===== config.mk =====
export PLATFORM = sky130hd
export DESIGN_NAME = if_debug_ctrl
export DESIGN_NICKNAME = d
export VERILOG_FILES = /design/src/rtl/if_debug_ctrl.sv
export SDC_FILE = /design/constraint.sdc
export NUM_CORES = 1
export LEC_CHECK = 0
export CAP_MARGIN = 20
export CORE_ASPECT_RATIO = 0.5
export CORE_MARGIN = 5
export CORE_UTILIZATION = 25
export DETAILED_ROUTE_END_ITERATION = 10
export GPL_TIMING_DRIVEN = 0
export SETUP_SLACK_MARGIN = 0.2
export SLEW_MARGIN = 5
export SYNTH_ARGS = -nofsm -noshare
export SYNTH_HDL_FRONTEND = slang
export SYNTH_SLANG_ARGS = --single-unit

===== constraint.sdc =====
create_clock -name clk -period 1.95 [get_ports clk]
set_input_delay 0.39 -clock clk [delete_from_list [all_inputs] [get_ports clk]]
set_output_delay 0.39 -clock clk [all_outputs]
set_load 0.01 [all_outputs]

===== src/rtl/if_debug_ctrl.sv =====
// Breakpoint/run-control sequencer for the IF stage: PC breakpoints, host halt, run and step.
// Freeze request is combinational (zero-cycle); state, hit info and halt_pc update on the next clk edge.
module if_debug_ctrl #(
    parameter int NUM_BP = 4,
    parameter int STEP_W = 8
) (
    input  logic                      clk,
    input  logic                      rst_n,
    input  logic [31:0]               if_pc,
    input  logic                      stall,
    input  logic                      bp_wr_en,
    input  logic [$clog2(NUM_BP)-1:0] bp_wr_idx,
    input  logic [31:0]               bp_wr_addr,
    input  logic                      bp_wr_valid,
    input  logic                      halt_req,
    input  logic                      run_req,
    input  logic                      step_req,
    input  logic [STEP_W-1:0]         step_num,
    output logic                      stall_breakpoint,
    output logic                      continue_en,
    output logic                      halted,
    output logic                      hit_valid,
    output logic [$clog2(NUM_BP)-1:0] hit_idx,
    output logic [31:0]               halt_pc
);
    localparam int IDX_W = $clog2(NUM_BP);

    typedef enum logic [1:0] {ST_RUN, ST_HALT, ST_STEP} state_t;

    state_t                     state_q, state_d;
    logic [NUM_BP-1:0][31:0]    bp_addr_q;
    logic [NUM_BP-1:0]          bp_vld_q;
    logic [31:0]                skip_pc_q, skip_pc_d;
    logic                       skip_vld_q, skip_vld_d;
    logic [STEP_W-1:0]          step_cnt_q, step_cnt_d;
    logic [31:0]                halt_pc_q, halt_pc_d;
    logic                       cap_q, cap_d;
    logic                       hit_vld_q, hit_vld_d;
    logic [IDX_W-1:0]           hit_idx_q, hit_idx_d;

    logic                       found;
    logic [IDX_W-1:0]           hit_sel;
    logic                       match;

    always_ff @(posedge clk or negedge rst_n) begin
        if (!rst_n) begin
            bp_addr_q <= '0;
            bp_vld_q  <= '0;
        end else if (bp_wr_en) begin
            bp_addr_q[bp_wr_idx] <= bp_wr_addr;
            bp_vld_q[bp_wr_idx]  <= bp_wr_valid;
        end
    end

    // Lowest valid slot wins; word-address compare ignores byte offset bits.
    always_comb begin
        found   = 1'b0;
        hit_sel = '0;
        for (int i = 0; i < NUM_BP; i++) begin
            if (!found && bp_vld_q[i] &&
                ((bp_addr_q[i] & ~32'h3) == (if_pc & ~32'h3))) begin
                found   = 1'b1;
                hit_sel = IDX_W'(i);
            end
        end
    end

    assign match = found && !(skip_vld_q && (if_pc == skip_pc_q));

    always_comb begin
        state_d    = state_q;
        skip_pc_d  = skip_pc_q;
        skip_vld_d = skip_vld_q;
        step_cnt_d = step_cnt_q;
        halt_pc_d  = cap_q ? if_pc : halt_pc_q;
        cap_d      = 1'b0;
        hit_vld_d  = hit_vld_q;
        hit_idx_d  = hit_idx_q;
        case (state_q)
            ST_RUN: begin
                if (skip_vld_q && (if_pc != skip_pc_q))
                    skip_vld_d = 1'b0;
                if (match || halt_req) begin
                    state_d   = ST_HALT;
                    halt_pc_d = if_pc;
                    hit_vld_d = match;
                    if (match)
                        hit_idx_d = hit_sel;
                end
            end
            ST_HALT: begin
                if (run_req) begin
                    state_d    = ST_RUN;
                    skip_pc_d  = if_pc;
                    skip_vld_d = 1'b1;
                end else if (step_req) begin
                    state_d    = ST_STEP;
                    step_cnt_d = (step_num == '0) ? STEP_W'(1) : step_num;
                end
            end
            ST_STEP: begin
                // halt_pc is the PC after the final advance, so it is captured one edge later.
                if (halt_req) begin
                    state_d   = ST_HALT;
                    cap_d     = 1'b1;
                    hit_vld_d = 1'b0;
                end else if (!stall) begin
                    step_cnt_d = step_cnt_q - STEP_W'(1);
                    if (step_cnt_q == STEP_W'(1)) begin
                        state_d   = ST_HALT;
                        cap_d     = 1'b1;
                        hit_vld_d = 1'b0;
                    end
                end
            end
            default: state_d = ST_RUN;
        endcase
    end

    always_ff @(posedge clk or negedge rst_n) begin
        if (!rst_n) begin
            state_q    <= ST_RUN;
            skip_pc_q  <= '0;
            skip_vld_q <= 1'b0;
            step_cnt_q <= '0;
            halt_pc_q  <= '0;
            cap_q      <= 1'b0;
            hit_vld_q  <= 1'b0;
            hit_idx_q  <= '0;
        end else begin
            state_q    <= state_d;
            skip_pc_q  <= skip_pc_d;
            skip_vld_q <= skip_vld_d;
            step_cnt_q <= step_cnt_d;
            halt_pc_q  <= halt_pc_d;
            cap_q      <= cap_d;
            hit_vld_q  <= hit_vld_d;
            hit_idx_q  <= hit_idx_d;
        end
    end

    assign stall_breakpoint = (state_q != ST_RUN) || match || halt_req;
    assign continue_en      = (state_q == ST_STEP);
    assign halted           = (state_q == ST_HALT);
    assign hit_valid        = hit_vld_q;
    assign hit_idx          = hit_idx_q;
    assign halt_pc          = cap_q ? if_pc : halt_pc_q;
endmodule

==> flow_metrics.py <==
metrics = {
    "final_layout": {
        "multi_input_area_um2": 5000,
        "layout.nets": 1008,
        "number_of_fill_cells": 3951,
        "insertedDiodeCount": 0,
        "regArea_um2": 5080,
        "syn_to_final_growth_pct": 30.6,
        "final_layout_size_suffix_gt1_share_pct": 43.6,
    },
    "synth": {
        "synth_ff_type": "dfrtp_1",
        "avgSynthCellArea_um2": 13.3,
        "synth-edff-count": 0,
        "synthesis.area_um2": 10300,
        "ys.warnings.count": 0,
        "post-synth-top-area-fraction_pct": 49.1,
        "yosys_register_bits": 203,
        "synth_largest_area_cell": "dfrtp_1",
        "postSynth.asyncResetShare_pct": 100,
        "ys_seq_area_share_pct": 49.1,
        "synth_fp_nets": 860,
        "synth.distinct_cells": 42,
        "synth.top_cells.by_area": "dfrtp_1 (49%), mux2_2 (21%), xnor2_1 (6.8%), xor2_1 (5.9%), mux2_4 (4.4%)",
        "netlist_instances": 776,
    },
    "timing": {
        "grt_setup_unrepaired": "yes",
        "finalWorstSetupSlack_ns": -0.978,
        "finalHoldViolCount": 0,
        "timing.final.max_slew_violations": 0,
        "finalSetupViolCount": 70,
        "final.setup.tns_ns": -34.05,
        "max_slew_margin_pct": 47.6,
        "worstMarginPinSlew_ns": 0.785,
        "fin_skew_ns": 0.0196,
        "timing.fmax_mhz": 342,
        "tmin_final_ns": 2.93,
        "final_cycle_utilization_of_the_critical_path_pct": 150,
    },
    "place": {
        "place.port_buffers": 87,
        "dp.final_hpwl_um": 21300,
        "preCtsSetupSlack_ns": -1.72,
        "routability_congestion_estimate": 0.849,
    },
    "grt": {
        "grt_pass1_vias": 7179,
        "global_route.usage.total_pct": 12.5,
        "grt_antenna_before_repair": 1,
        "grt_start_max_net_pins": 106,
        "gr-total-overflow": 0,
        "grt_first_pass_wirelength_um": 44700,
    },
    "status": {
        "run_status": "finished with violations",
        "violated_checks": "setup timing",
    },
    "floorplan": {
        "die_width_um": 298,
        "coreArea_um2": 40700,
        "top_level_ports": 120,
        "floorplan.die.height_um": 154,
        "rows": 52,
        "start_util_pct": 25.4,
        "design.die.area_um2": 45800,
    },
    "worst_setup_path": {
        "cpPeakStageDelay_ns": 0.48,
        "critical_path.cell_chain": "xnor2_2 -> nand2_2 -> a2111oi_4 -> nand4_4 -> a41oi_2 -> nor2_1 -> nand2_1 -> buf_6",
        "worstSetupStartpointType": "flop",
        "setup.worst_path.class": "reg -> out",
        "arrival_time_reported_for_the_critical_path_endpoint_ns": 2.54,
        "timing.critical_path.required_ns": 1.56,
        "timing.critical_path.to_type": "output port",
        "critical-path-slowest-cell": "a2111oi_4",
        "worst-path-max-fanout": 2,
    },
    "clock_network": {
        "path_clk_slew_ns": 0.06,
        "htree_levels": 1,
        "clock_sink_count": 203,
        "cts_tree": "done",
        "clock_tree.buffer_depth": 3,
        "cts_buffers": 23,
        "ctsRootBufferMaster": "clkbuf_16",
        "clock_latency_ns": 0.52,
    },
    "power_and_ir_drop": {
        "static-leakage-power_nw": 5.68,
        "power.sequential.fraction_pct": 38.9,
        "peakVddDrop_mv": 0.510,
        "p_per_area_nw_per_um2": 1180,
        "clock_power_share_pct": 26.4,
        "pwr-share-comb_pct": 34.7,
        "p_switching_mw": 4.78,
        "switching_share_pct": 29.9,
        "internal-power_mw": 11.2,
    },
    "detailed_routing": {
        "detail-route-antenna-nets": 0,
        "num_vias": 6644,
        "post_drt_wl_per_cell_um": 20.0,
        "route.detailed.vias_per_inst": 4.49,
        "routed_wl_um": 29600,
        "first_iter_violations": 498,
        "post-route-drc-count": 0,
        "dr.pass1.iters": 5,
    },
    "flow_run": {
        "max_cap_violations": 0,
    },
    "hold_path": {
        "holdCritPathClass": "in -> reg",
    },
}
## area by class of cell
class	count	share of cell area, %
multi-input cells	510	37.1
clock inverters	6	0.269
plain buffers	55	4.14
well taps	540	5.00
flip-flops and latches	203	37.6
clock buffers	34	5.24
repair buffers	123	10.4
inverters	8	0.222
## layout by cell type (no fill, tap or decap), types with 11 or more instances in the layout
cell	n
xnor2_1	71
xor2_1	69
buf_6	59
nor4_1	17
o21ai_0	13
nor2_1	18
mux2_2	173
mux2_4	47
buf_2	11
nand2_1	13
dfrtp_1	203
buf_4	20
clkdlybuf4s50_1	47
nand4_1	23
clkbuf_16	23
## routing by layer
| metal | vias to the layer above | GRT usage, % | part of all wire [%] |
|---|---|---|---|
| met5 | - | 0 | 0.044 |
| met2 | 108 | 24.0 | 54 |
| met4 | 2 | 2.49 | 2.0 |
| li1 | 3023 | - | - |
| met1 | 3472 | 15.2 | 41 |
| met3 | 39 | 1.35 | 2.8 |
## cells in the mapped netlist, types with 2 or more instances
cell      number
mux2_2       190
buf_1         12
xnor2_1       80
a22oi_1        2
nand3_1        3
mux2_4        30
clkbuf_1       6
dfrtp_1      203
buf_12         3
a21oi_1       11
nand2b_1       4
xor2_1        70
nand2_1       14
inv_1          8
buf_4          8
o21ai_0       13
nand4_1       23
buf_6         25
nor4_1        26
nand3b_1       2
nor3_1         4
nor2_1        18
ha_1           2
## power groups by stage
stage	registers, mW	logic, mW	clock network [mW]
finish	6.22	5.54	4.22
CTS	6.21	5.41	4.30
global placement	6.21	4.77	0
global route	6.36	5.91	4.46
floorplan	6.07	3.27	0
detailed placement	6.27	4.90	0
## worst paths after layout
| path | from | endpoint | slack [ns] | cells past startpoint |
|---|---|---|---|---|
| worst min register to register | hit_valid | hit_valid | 0.48 | 2 |
| max in group asynchronous | rst_n | bp_addr_q[52] | 0.48 | 3 |
| worst max-delay path | bp_addr_q[42] | stall_breakpoint | -0.98 | 8 |
| min in group asynchronous | rst_n | step_cnt_q[3] | 0.48 | 2 |
| worst min-delay path | if_pc[29] | halt_pc_q[29] | 0.18 | 2 |
| worst max register to register | bp_addr_q[42] | halt_pc_q[16] | -0.80 | 10 |
## flip-flops by register name, indices dropped and copies added (netlist names)
name	cells
state_q	2
hit_idx	2
hit_valid	1
bp_vld_q	4
skip_vld_q	1
cap_q	1
bp_addr_q	120
skip_pc_q	32
halt_pc_q	32
step_cnt_q	8
## what timing repair did
action / CTS / global route
hold buffers: 1 / 0
buffers inserted: 20 / 8
setup endpoints to repair: 166 / 116
endpoints found under the hold margin: 98 / 0
gates cloned: 6 / 0
pin swaps: 10 / 7
resized for setup: 238 / 25
## logic make-up (layout without fill, tap and decap cells)
kind of cell | count (synthesis) | count (layout) | share of synthesized area (%)
xor gates and xnor gates | 150 | 150 | 12.7
AOI/OAI and AO/OA | 38 | 38 | 2.52
adders and majority gates | 2 | 2 | 0.242
muxes | 220 | 220 | 25.1
buffers and inverters | 63 | 226 | 4.88
DFF | 203 | 203 | 49.1
and+or+nand+nor | 100 | 100 | 5.46
## critical path, delay by kind of cell (launching register included)
family | cells | cell delay (ns)
and+or+nand+nor | 4 | 0.46
DFF | 1 | 0.40
AOI/OAI and AO/OA | 2 | 0.78
xor gates and xnor gates | 1 | 0.26
buffers and inverters | 1 | 0.11
## through the flow
step                      power, mW  hold slack (ns)  cell area (µm²)  std cells  utilization [%]
after global placement         11.0            0.472            11900       1403             29.4
final                          16.0            0.181            13500       1479             33.2
after floorplan                9.34           0.0944            10400        776                -
after CTS                      15.9            0.163            13300       1471             32.8
after global routing           16.7            0.175            13500       1479             33.2
after detailed placement       11.2            0.479            12000       1404             29.5
Note: power is estimated with default switching activity, not from simulation.
